==> config.mk <==
export PLATFORM = sky130hd
export DESIGN_NAME = pc_unit
export DESIGN_NICKNAME = d
export VERILOG_FILES = /design/src/rtl/pc_unit.sv
export SDC_FILE = /design/constraint.sdc
export NUM_CORES = 1
export LEC_CHECK = 0
export ABC_CLOCK_PERIOD_IN_PS = 4900
export CAP_MARGIN = 20
export CORE_UTILIZATION = 56
export CTS_CLUSTER_SIZE = 25
export DETAILED_ROUTE_END_ITERATION = 7
export PLACE_DENSITY = 0.94
export SETUP_SLACK_MARGIN = 0.1
export SLEW_MARGIN = 10
export SYNTH_ARGS = -nofsm -noshare
export SYNTH_HDL_FRONTEND = slang
export SYNTH_SLANG_ARGS = --single-unit
==> constraint.sdc <==
create_clock -name clk -period 4.9 [get_ports clk]
set_input_delay 0.98 -clock clk [delete_from_list [all_inputs] [get_ports clk]]
set_output_delay 0.98 -clock clk [all_outputs]
set_load 0.05 [all_outputs]
==> src/rtl/pc_unit.sv <==
// Fetch program counter for the pipelined RV32I core: sequential/branch/JALR
// next-PC selection, stall, flush and misaligned-target trap, boot cycle, redirect counter.
module pc_unit #(
  parameter int unsigned            WIDTH        = 32,
  parameter logic [WIDTH-1:0]       RESET_VECTOR = 32'h0000_0000,
  parameter logic [WIDTH-1:0]       TRAP_VECTOR  = 32'h0000_0100,
  parameter int unsigned            CNT_W        = 16
) (
  input  logic             clk,
  input  logic             rst,
  output logic             fetch_valid,
  input  logic             fetch_ready,
  output logic [WIDTH-1:0] PC,
  input  logic [1:0]       PCsrc,
  input  logic [WIDTH-1:0] ex_pc,
  input  logic [WIDTH-1:0] ImmOp,
  input  logic [WIDTH-1:0] jalr_base,
  output logic             flush,
  output logic             misalign,
  output logic [WIDTH-1:0] badaddr,
  output logic [CNT_W-1:0] redirect_cnt
);

  typedef enum logic {
    BOOT = 1'b0,
    RUN  = 1'b1
  } state_t;

  state_t           state_q, state_d;
  logic [WIDTH-1:0] pc_q, pc_d;
  logic             flush_q, flush_d;
  logic             misalign_q, misalign_d;
  logic [WIDTH-1:0] badaddr_q, badaddr_d;
  logic [CNT_W-1:0] cnt_q, cnt_d;

  logic [WIDTH-1:0] br_tgt;
  logic [WIDTH-1:0] jalr_sum;
  logic [WIDTH-1:0] tgt;
  logic             is_redirect;
  logic             tgt_bad;

  // Redirect target; JALR clears bit 0 before the alignment check.
  always_comb begin
    br_tgt      = ex_pc + ImmOp;
    jalr_sum    = jalr_base + ImmOp;
    tgt         = br_tgt;
    is_redirect = 1'b0;
    case (PCsrc)
      2'b01: begin
        tgt         = br_tgt;
        is_redirect = 1'b1;
      end
      2'b10: begin
        tgt         = {jalr_sum[WIDTH-1:1], 1'b0};
        is_redirect = 1'b1;
      end
      default: begin
        tgt         = br_tgt;
        is_redirect = 1'b0;
      end
    endcase
    tgt_bad = (tgt[1:0] != 2'b00);
  end

  always_comb begin
    state_d    = state_q;
    pc_d       = pc_q;
    flush_d    = 1'b0;
    misalign_d = 1'b0;
    badaddr_d  = badaddr_q;
    cnt_d      = cnt_q;
    case (state_q)
      BOOT: begin
        state_d = RUN;
      end
      RUN: begin
        if (is_redirect) begin
          flush_d = 1'b1;
          cnt_d   = (&cnt_q) ? cnt_q : cnt_q + CNT_W'(1);
          if (tgt_bad) begin
            pc_d       = TRAP_VECTOR;
            badaddr_d  = tgt;
            misalign_d = 1'b1;
          end else begin
            pc_d = tgt;
          end
        end else if (fetch_ready) begin
          pc_d = pc_q + WIDTH'(4);
        end
      end
      default: begin
        state_d = BOOT;
      end
    endcase
  end

  always_ff @(posedge clk or posedge rst) begin
    if (rst) begin
      state_q    <= BOOT;
      pc_q       <= RESET_VECTOR;
      flush_q    <= 1'b0;
      misalign_q <= 1'b0;
      badaddr_q  <= '0;
      cnt_q      <= '0;
    end else begin
      state_q    <= state_d;
      pc_q       <= pc_d;
      flush_q    <= flush_d;
      misalign_q <= misalign_d;
      badaddr_q  <= badaddr_d;
      cnt_q      <= cnt_d;
    end
  end

  assign fetch_valid  = (state_q == RUN);
  assign PC           = pc_q;
  assign flush        = flush_q;
  assign misalign     = misalign_q;
  assign badaddr      = badaddr_q;
  assign redirect_cnt = cnt_q;

endmodule

==> flow_results.org, run 1 <==
** Floorplan
- The floorplan step defined a die boundary enclosing 14400 um^2.
- The initial utilization of the core area, before any placement, comes to 58.3%.
- Height of the die :: 120 um
- Total I/O pin count :: 184
- Measured along the x axis, the die boundary spans 120 um.
- The floorplan has 42 rows.
- Core Box Area :: ~13000 um^2

** Run
- Max-cap violations :: 0

** Pwr
- IR analysis of the VDD net gives a maximum drop of 0.202 mV.
- Dividing total power by cell area gives a power density of a little under 400 nW/um^2.
- Static leakage power :: 4.34 nW

** Routing
- Summing over every cut layer, the via total after detailed routing is roughly 8600.
- Antenna viol nets, final :: 0
- Pre-Repair DR Iteration Count :: 8
- Summed over all layers, the routed wires come to 25000 um.
- Average wire length per cell after detail routing :: 19.0 um
- Drt first-iter violations :: between 1000 and 1500
- Total DRC errors in the routed layout :: 0
- Post-detailed-route via-to-cell ratio :: 6.53

** Timing
- The routed design could run at a clock period as short as between 4 and 5 ns.
- Clock skew after layout :: about 0.0059 ns
- In this run the tightest slew margin relative to its limit is 48.7%.
- Dividing the final minimum period by the clock period gives 82.5%.
- Total count of max-transition violations in the final report :: 0
- At the pin with the least slew margin, the transition time is 0.765 ns.
- For the final routed database, the setup TNS stands at 0 ns.
- The final hold violation count is 0.
- Hold Slack :: between 0.4 and 0.5 ns
- RSZ-0062 raised after global routing :: no
- Setup violations remaining at the end of the flow were counted as 0.
- Max Freq :: 248 MHz

** Logic synthesis
- For this run, the leading register cell type out of synthesis is sky130_fd_sc_hd__dfrtp_1.
- Syn_area_per_cell :: 8.06 um^2
- Most area-consuming cells after synthesis :: sky130_fd_sc_hd__dfrtp_1, sky130_fd_sc_hd__ha_1, sky130_fd_sc_hd__nand2_1, sky130_fd_sc_hd__a21oi_1, sky130_fd_sc_hd__o21ai_0
- Counting flops with a built-in enable in the synthesized netlist gives 0.
- After synthesis the cells add up to 7810 um^2.
- The synthesized design spends more area on one cell type than any other, namely sky130_fd_sc_hd__dfrtp_1.
- Part of the Yosys area used for sequential elements :: 26.6%
- The top cell type by area accounts for approximately a quarter of the synthesized area.
- Count of different cell masters after synthesis :: 90
- Post-Syn Instances :: 970
- The synthesized design contains 83 register bits.
- Synthesis produced a netlist with a net count of 1137.
- FFs w/ async S/R, synth :: 100%
- Number of synthesis warnings :: 0

** Global route
- Entering global routing, the biggest net connects 60 pins.
- The initial antenna violation count was 0.
- Vias in the first global route :: 8064
- Summed over all layers, the global routing overflow is 0.
- The first global-routing pass estimated 39800 um of wire.
- Global-route usage over all layers :: 34.9%

** Min path
- The tightest min-delay check is of the reg2reg type.
- Instance count along the most critical hold path :: 2

** Layout
- The post-route netlist has 5.60% of its cells at a drive strength greater than 1.
- In the final design database the tool counted 1304 nets.
- Ant. Diodes :: 0
- The library cells used most frequently in the layout, excluding fill and tap cells, are sky130_fd_sc_hd__clkdlybuf4s50_1, sky130_fd_sc_hd__nand2_1, sky130_fd_sc_hd__a21oi_1.
- The layout has 953 filler cells.
- Leaving out fill and tap cells, the most frequent cell in the layout is sky130_fd_sc_hd__clkdlybuf4s50_1.
- The area growth from synthesis to layout is 29.7%.

** Clocking
- The later pin in the worst-skew pair is clocked with a latency of 0.35 ns.
- Buffers inserted during clock tree synthesis total 9.
- Number of levels in the clock H-tree :: 3
- TritonCTS built the clock tree.
- Hold repair after CTS inserted 0 buffers.
- Clk sink count :: 83
- The tree is rooted in a sky130_fd_sc_hd__clkbuf_16.
- Clock transition time at the flip-flop clock pins of the worst setup and hold paths :: 0.06 ns
- Number of buffers between clock root and the deepest sink :: 2
- Post-CTS Setup Inserts :: 0
- Resized Gates After CTS :: 0

** Critical path
- R2R depth :: 10
- CP arrival :: 4.28 ns
- For the worst setup path, the data required time is between 5 and 6 ns.
- Critical path fanouts, max :: 4
- The worst setup path is of the in2reg kind.
- Critical path endpoint category :: register
- The worst setup path is launched from an input port.

** Run status
- Outcome :: completed

** Placement
- Number of port buffers :: between 150 and 200
- At the end of routability-driven placement, the weighted congestion stood at 0.964.
- Total half-perimeter wirelength after legalization and detailed placement :: ~19000 um
## logic make-up (layout without fill, tap and decap cells)
group | count (synthesis) | count (layout) | share of synthesized area, %
flip-flops | 83 | 83 | 26.6
multiplexers | 20 | 20 | 2.67
adder cells (fa/ha/maj) | 66 | 66 | 10.8
buffers and inverters | 64 | 236 | 3.20
AND/OR/NAND/NOR | 332 | 332 | 19.9
AO/OA/AOI/OAI | 343 | 343 | 29.7
XOR/XNOR | 61 | 61 | 7.08
other | 1 | 1 | 0.0480
## metal layers
metal	vias up	global-route usage, %	part of all wire, %
li1	3934	-	-
met1	4009	47.0	41
met2	573	56.6	46
met3	91	4.61	9.9
met4	0	13.8	3.4
met5	-	0	0
## synthesized netlist by cell type, drive strengths merged, types with 16 or more instances
library cell  number
nand2            133
a21oi             92
o21ai             88
dfrtp             83
ha                64
nor2              57
xnor2             39
a21o              35
nand3             34
clkbuf            31
inv               27
nor3              24
xor2              21
a31oi             17
nand4             17
and3              16
mux2i             16
## flip-flops by register name, summed over array words and instances, names as in the netlist
register / count
flush: 1
redirect_cnt: 16
PC: 32
misalign: 1
fetch_valid: 1
badaddr: 32
## layout make-up
type / count / area [um^2] / area share [%]
Clock buffer: 11 / 253 / 2.49
Sequential cell: 83 / 2080 / 20.5
Clock inverter: 5 / 75.1 / 0.741
Inverter: 27 / 103 / 1.01
Tap cell: 176 / 220 / 2.17
Timing Repair Buffer: 193 / 1920 / 18.9
Multi-Input combinational cell: 823 / 5490 / 54.2
## power breakdown
group          total, mW  internal [mW]  switching, mW  leakage [nW]
Clock              0.746          0.471          0.275         0.165
Combinational       2.09          0.744           1.35          3.13
Sequential          1.08          0.868          0.211          1.05
Total               3.91           2.08           1.83          4.34
## through the flow
step	cells	power (mW)	setup WS [ns]	area (um^2)	utilization [%]
after global routing	1318	4.07	0.676	10100	75.6
final	1318	3.91	0.860	10100	75.6
after floorplan	970	2.39	1.39	7820	-
after detailed placement	1301	3.11	0.561	9790	73.1
after global placement	1301	3.06	0.674	9790	73.1
after CTS	1317	3.88	0.915	10100	75.5
## worst paths after layout
kind / end / slack, ns / from
max: PC[28] / 0.86 / ImmOp[0]
min: badaddr[19] / 0.48 / badaddr[19]
max reg2reg: PC[30] / 1.92 / PC[2]
min reg2reg: badaddr[19] / 0.48 / badaddr[19]
max in group asynchronous: PC[23] / 3.08 / rst
min in group asynchronous: redirect_cnt[12] / 0.90 / rst
## worst max-delay path, cell delays in order
cell	delay, ns
sky130_fd_sc_hd__clkdlybuf4s50_1	0.51
sky130_fd_sc_hd__ha_1	0.21
sky130_fd_sc_hd__inv_1	0.07
sky130_fd_sc_hd__fa_1	0.37
sky130_fd_sc_hd__and2b_1	0.26
sky130_fd_sc_hd__o211ai_1	0.16
sky130_fd_sc_hd__a31oi_2	0.36
sky130_fd_sc_hd__a31oi_4	0.18
sky130_fd_sc_hd__o41ai_4	0.45
sky130_fd_sc_hd__a31oi_1	0.15
sky130_fd_sc_hd__xor2_1	0.15
sky130_fd_sc_hd__mux2i_1	0.10
sky130_fd_sc_hd__a221o_1	0.33
Power figures use the tool's default switching activity.
==> run 2: changes to the inputs <==
--- a/config.mk
+++ b/config.mk
@@ -5,12 +5,12 @@
 export SDC_FILE = /design/constraint.sdc
 export NUM_CORES = 1
 export LEC_CHECK = 0
-export ABC_CLOCK_PERIOD_IN_PS = 4900
+export ABC_CLOCK_PERIOD_IN_PS = 3700
 export CAP_MARGIN = 20
-export CORE_UTILIZATION = 56
+export CORE_UTILIZATION = 47
 export CTS_CLUSTER_SIZE = 25
 export DETAILED_ROUTE_END_ITERATION = 7
-export PLACE_DENSITY = 0.94
+export PLACE_DENSITY = 0.85
 export SETUP_SLACK_MARGIN = 0.1
 export SLEW_MARGIN = 10
 export SYNTH_ARGS = -nofsm -noshare
==> constraint.sdc (replaced) <==
create_clock -name clk -period 3.7 [get_ports clk]
set_input_delay 0.74 -clock clk [delete_from_list [all_inputs] [get_ports clk]]
set_output_delay 0.74 -clock clk [all_outputs]
set_load 0.05 [all_outputs]
==> flow_results.org, run 2 (synthesis gave the netlist of run 1 again) <==
** Run status
- Outcome :: completed (unchanged)

** Floorplan
- Core Box Area :: 16100 um^2 (was 13400 um^2)
- Die Outline Area :: 17100 um^2 (was 14400 um^2)
- Starting Density :: 48.7% (was 58.3%)
- Number of placement rows :: 46 (was 42)
- The floorplan die width is 131 um (was 120 um).
- Total I/O pin count :: 184 (unchanged)
- The die boundary height is 131 um (was 120 um).

** Routing
- Drt first-iter violations :: 1012 (was 1212)
- The detailed-route wire length was 25600 um (was 25000 um).
- The routed length per instance came to 17.7 um (was 19.0 um).
- The via count was 8728 (was 8607).
- Total DRC errors in the routed layout :: 0 (unchanged)
- Antenna viol nets, final :: 0 (unchanged)
- The per-cell via count in the routed design came to 6.05 (was 6.53).
- The number of iterations in the first detailed-routing pass came to 5 (was 8).

** Critical path
- Library cell contributing the largest single delay on the critical path :: sky130_fd_sc_hd__clkdlybuf4s50_1 (unchanged)
- Critical path fanouts, max :: 3 (was 4)
- CP arrival :: 3.80 ns (was 4.28 ns)
- The kind of capture point of the worst setup path is a register (unchanged).
- Crit Path Class :: in2reg (unchanged)
- The data required time of the critical path was 3.92 ns (was 5.14 ns).
- R2R Path Start :: PC[2] (unchanged)
- Sequence of cells on the critical path: clkdlybuf4s50_1 > ha_1 > a21o_1 > a31o_1 > a2111oi_1 > nand3_1 > a41oi_2 > o21ai_2 > mux2i_2 > o41ai_2 > a211oi_2 (was clkdlybuf4s50_1 > ha_1 > inv_1 > fa_1 > and2b_1 > o211ai_1 > a31oi_2 > a31oi_4 > o41ai_4 > a31oi_1 > xor2_1 > mux2i_1 > a221o_1).
- The kind of start point of the critical path was an input port (unchanged).
- The launching element of the worst setup path is ImmOp[14] (was ImmOp[0]).
- Delay of the slowest critical-path stage :: 0.46 ns (was 0.51 ns)

** Pwr
- The power per standard cell area came to 483 nW/um^2 (was 386 nW/um^2).
- The final total power came to 5.24 mW (was 3.91 mW).
- Static leakage power :: 4.76 nW (was 4.34 nW)
- The peak supply drop is 0.353 mV (was 0.202 mV).

** Layout
- The leading cell type in the layout, fill and taps excluded is sky130_fd_sc_hd__clkdlybuf4s50_1 (unchanged).
- The growth of design area from synthesis to finish came to 38.7% (was 29.7%).
- The number of nets in the final layout is 1389 (was 1304).
- The number of antenna diodes was 0 (unchanged).
- Highest-count cells in the layout ignoring fill and taps :: sky130_fd_sc_hd__clkdlybuf4s50_1, sky130_fd_sc_hd__nand2_1, sky130_fd_sc_hd__buf_4 (was sky130_fd_sc_hd__clkdlybuf4s50_1, sky130_fd_sc_hd__nand2_1, sky130_fd_sc_hd__a21oi_1)
- Share of cells above drive strength 1 :: 12.5% (was 5.60%)

** Global route
- Maximum number of pins on one net before global-route repair :: 53 (was 60)
- First-pass GRT wire length :: 39900 um (was 39800 um)
- The total global routing overflow was 0 (unchanged).
- The routing layer with the top usage in global route was met2 (unchanged).
- The global routing usage on met1 was 40.5% (was 47.0%).
- Initial antenna violation count :: 0 (unchanged)
- The global router's overall resource usage is 29.8% (was 34.9%).
- Met3 track demand over resource :: 4.32% (was 4.61%)
- Vias in the first global route :: 7973 (was 8064)
- Global-route met2 utilization :: 47.7% (was 56.6%)

** Clocking
- CTS tree :: yes (unchanged)
- The clock sink total was 83 (unchanged).
- Root buf cell :: sky130_fd_sc_hd__clkbuf_16 (unchanged)
- Number of buffers between clock root and the deepest sink :: 2 (unchanged)
- The source-to-sink clock delay at the later pin of the worst-skew pair was 0.34 ns (was 0.35 ns).
- Number of levels in the clock H-tree :: 3 (unchanged)
- The number of buffers added by the clock tree synthesis step came to 9 (unchanged).
- The clock-pin slew on the worst setup and hold paths was 0.06 ns (about the same).

** Timing
- The number of slew-limit violations in the final report was 0 (unchanged).
- The slew at the pin with the worst max-slew slack came to 0.556 ns (was 0.765 ns).
- Max Freq :: around 280 MHz
- Relative max-transition margin :: 62.7% (was 48.7%)
- The largest clock skew in the final design was 0.00584 ns (was 0.00595 ns).
- Final-report setup violation count :: 0 (unchanged)
- RSZ-0062 raised after global routing :: yes (was no)
- Ratio of final minimum period to clock period :: 96.9%
- The final hold violation count is 0 (unchanged).
- Fin worst setup slack :: 0.115 ns (was 0.860 ns)
- Post-layout min period :: around 3.6 ns

** Placement
- Setup slack at placement :: -0.219 ns (was 0.561 ns)
- Number of port buffers :: 183 (unchanged)
- The half-perimeter wire length of the detailed placement result is 20400 um (was 19000 um).
- Final estimated routing congestion in global placement :: 0.949 (was 0.964)

** Min path
- Worst hold path class :: reg2reg (unchanged)
- Hold_sp :: badaddr[27] (was badaddr[19])

** Run
- Max-cap violations :: 0 (unchanged)
## run 2: cell types whose count changed in the layout (fill, tap and decap cells not counted), sizes merged
cell / before / now
buf: 10 / 95
bufinv: 2 / 1
clkbuf: 11 / 12
## run 2: what timing repair did
action                     CTS  global route
resized for setup            0             8
setup endpoints to repair    0            19
buffers inserted             0             1
hold buffers                 0             0
## run 2: worst paths after layout
path                            slack, ns          end  cells past startpoint
min in group asynchronous            0.71       PC[25]                      2
worst min-delay path                 0.48  badaddr[27]                      2
worst max-delay path                 0.12       PC[31]                     11
worst min register to register       0.48  badaddr[27]                      2
max in group asynchronous            2.25       PC[17]                      3
worst max register to register       0.71       PC[30]                     10
## run 2: layout make-up
type                    count  area, um^2
clock inverters             4        48.8
fillers                  1275        5220
inverters                  27         103
clock buffers              12         256
repair buffers            278        2560
flip-flops and latches     83        2080
well taps                 216         270
multi-input cells         823        5530
## run 2: metal layers
layer / vias to the layer above / share of wire, % / wire (um)
met2: 502 / 45 / 11600
li1: 4100 / - / -
met3: 88 / 8.1 / 2080
met5: - / 0 / 0
met4: 0 / 3.7 / 940
met1: 4038 / 43 / 10900
## run 2: critical path, delay by kind of cell
family                   cells  cell delay (ns)
buffers and inverters        1             0.46
AND/OR/NAND/NOR              1             0.25
AO/OA/AOI/OAI                7             1.80
adder cells (fa/ha/maj)      1             0.35
multiplexers                 1             0.20
## run 2: per-stage QoR
stage | util, % | area (um^2) | hold slack, ns | std cells | TNS, ns
global placement | 65.3 | 10500 | 0.459 | 1426 | -0.883
floorplan | - | 7820 | 0.744 | 970 | 0
global route | 67.5 | 10800 | 0.508 | 1443 | 0
detailed placement | 65.3 | 10500 | 0.466 | 1426 | -2.08
finish | 67.5 | 10800 | 0.477 | 1443 | 0
CTS | 67.2 | 10800 | 0.480 | 1442 | 0
## run 2: report_power, final
| group | switching (mW) | leakage, nW | internal, mW |
|---|---|---|---|
| Combinational | 1.80 | 3.56 | 1.10 |
| Clock | 0.358 | 0.153 | 0.558 |
| Sequential | 0.272 | 1.05 | 1.15 |
==> run 3: changes to the inputs <==
--- a/config.mk
+++ b/config.mk
@@ -5,7 +5,6 @@
 export SDC_FILE = /design/constraint.sdc
 export NUM_CORES = 1
 export LEC_CHECK = 0
-export ABC_CLOCK_PERIOD_IN_PS = 3700
 export CAP_MARGIN = 20
 export CORE_UTILIZATION = 47
 export CTS_CLUSTER_SIZE = 25
==> results of run 3 <==
The final DEF is identical to that of run 2; final timing and power are the same.
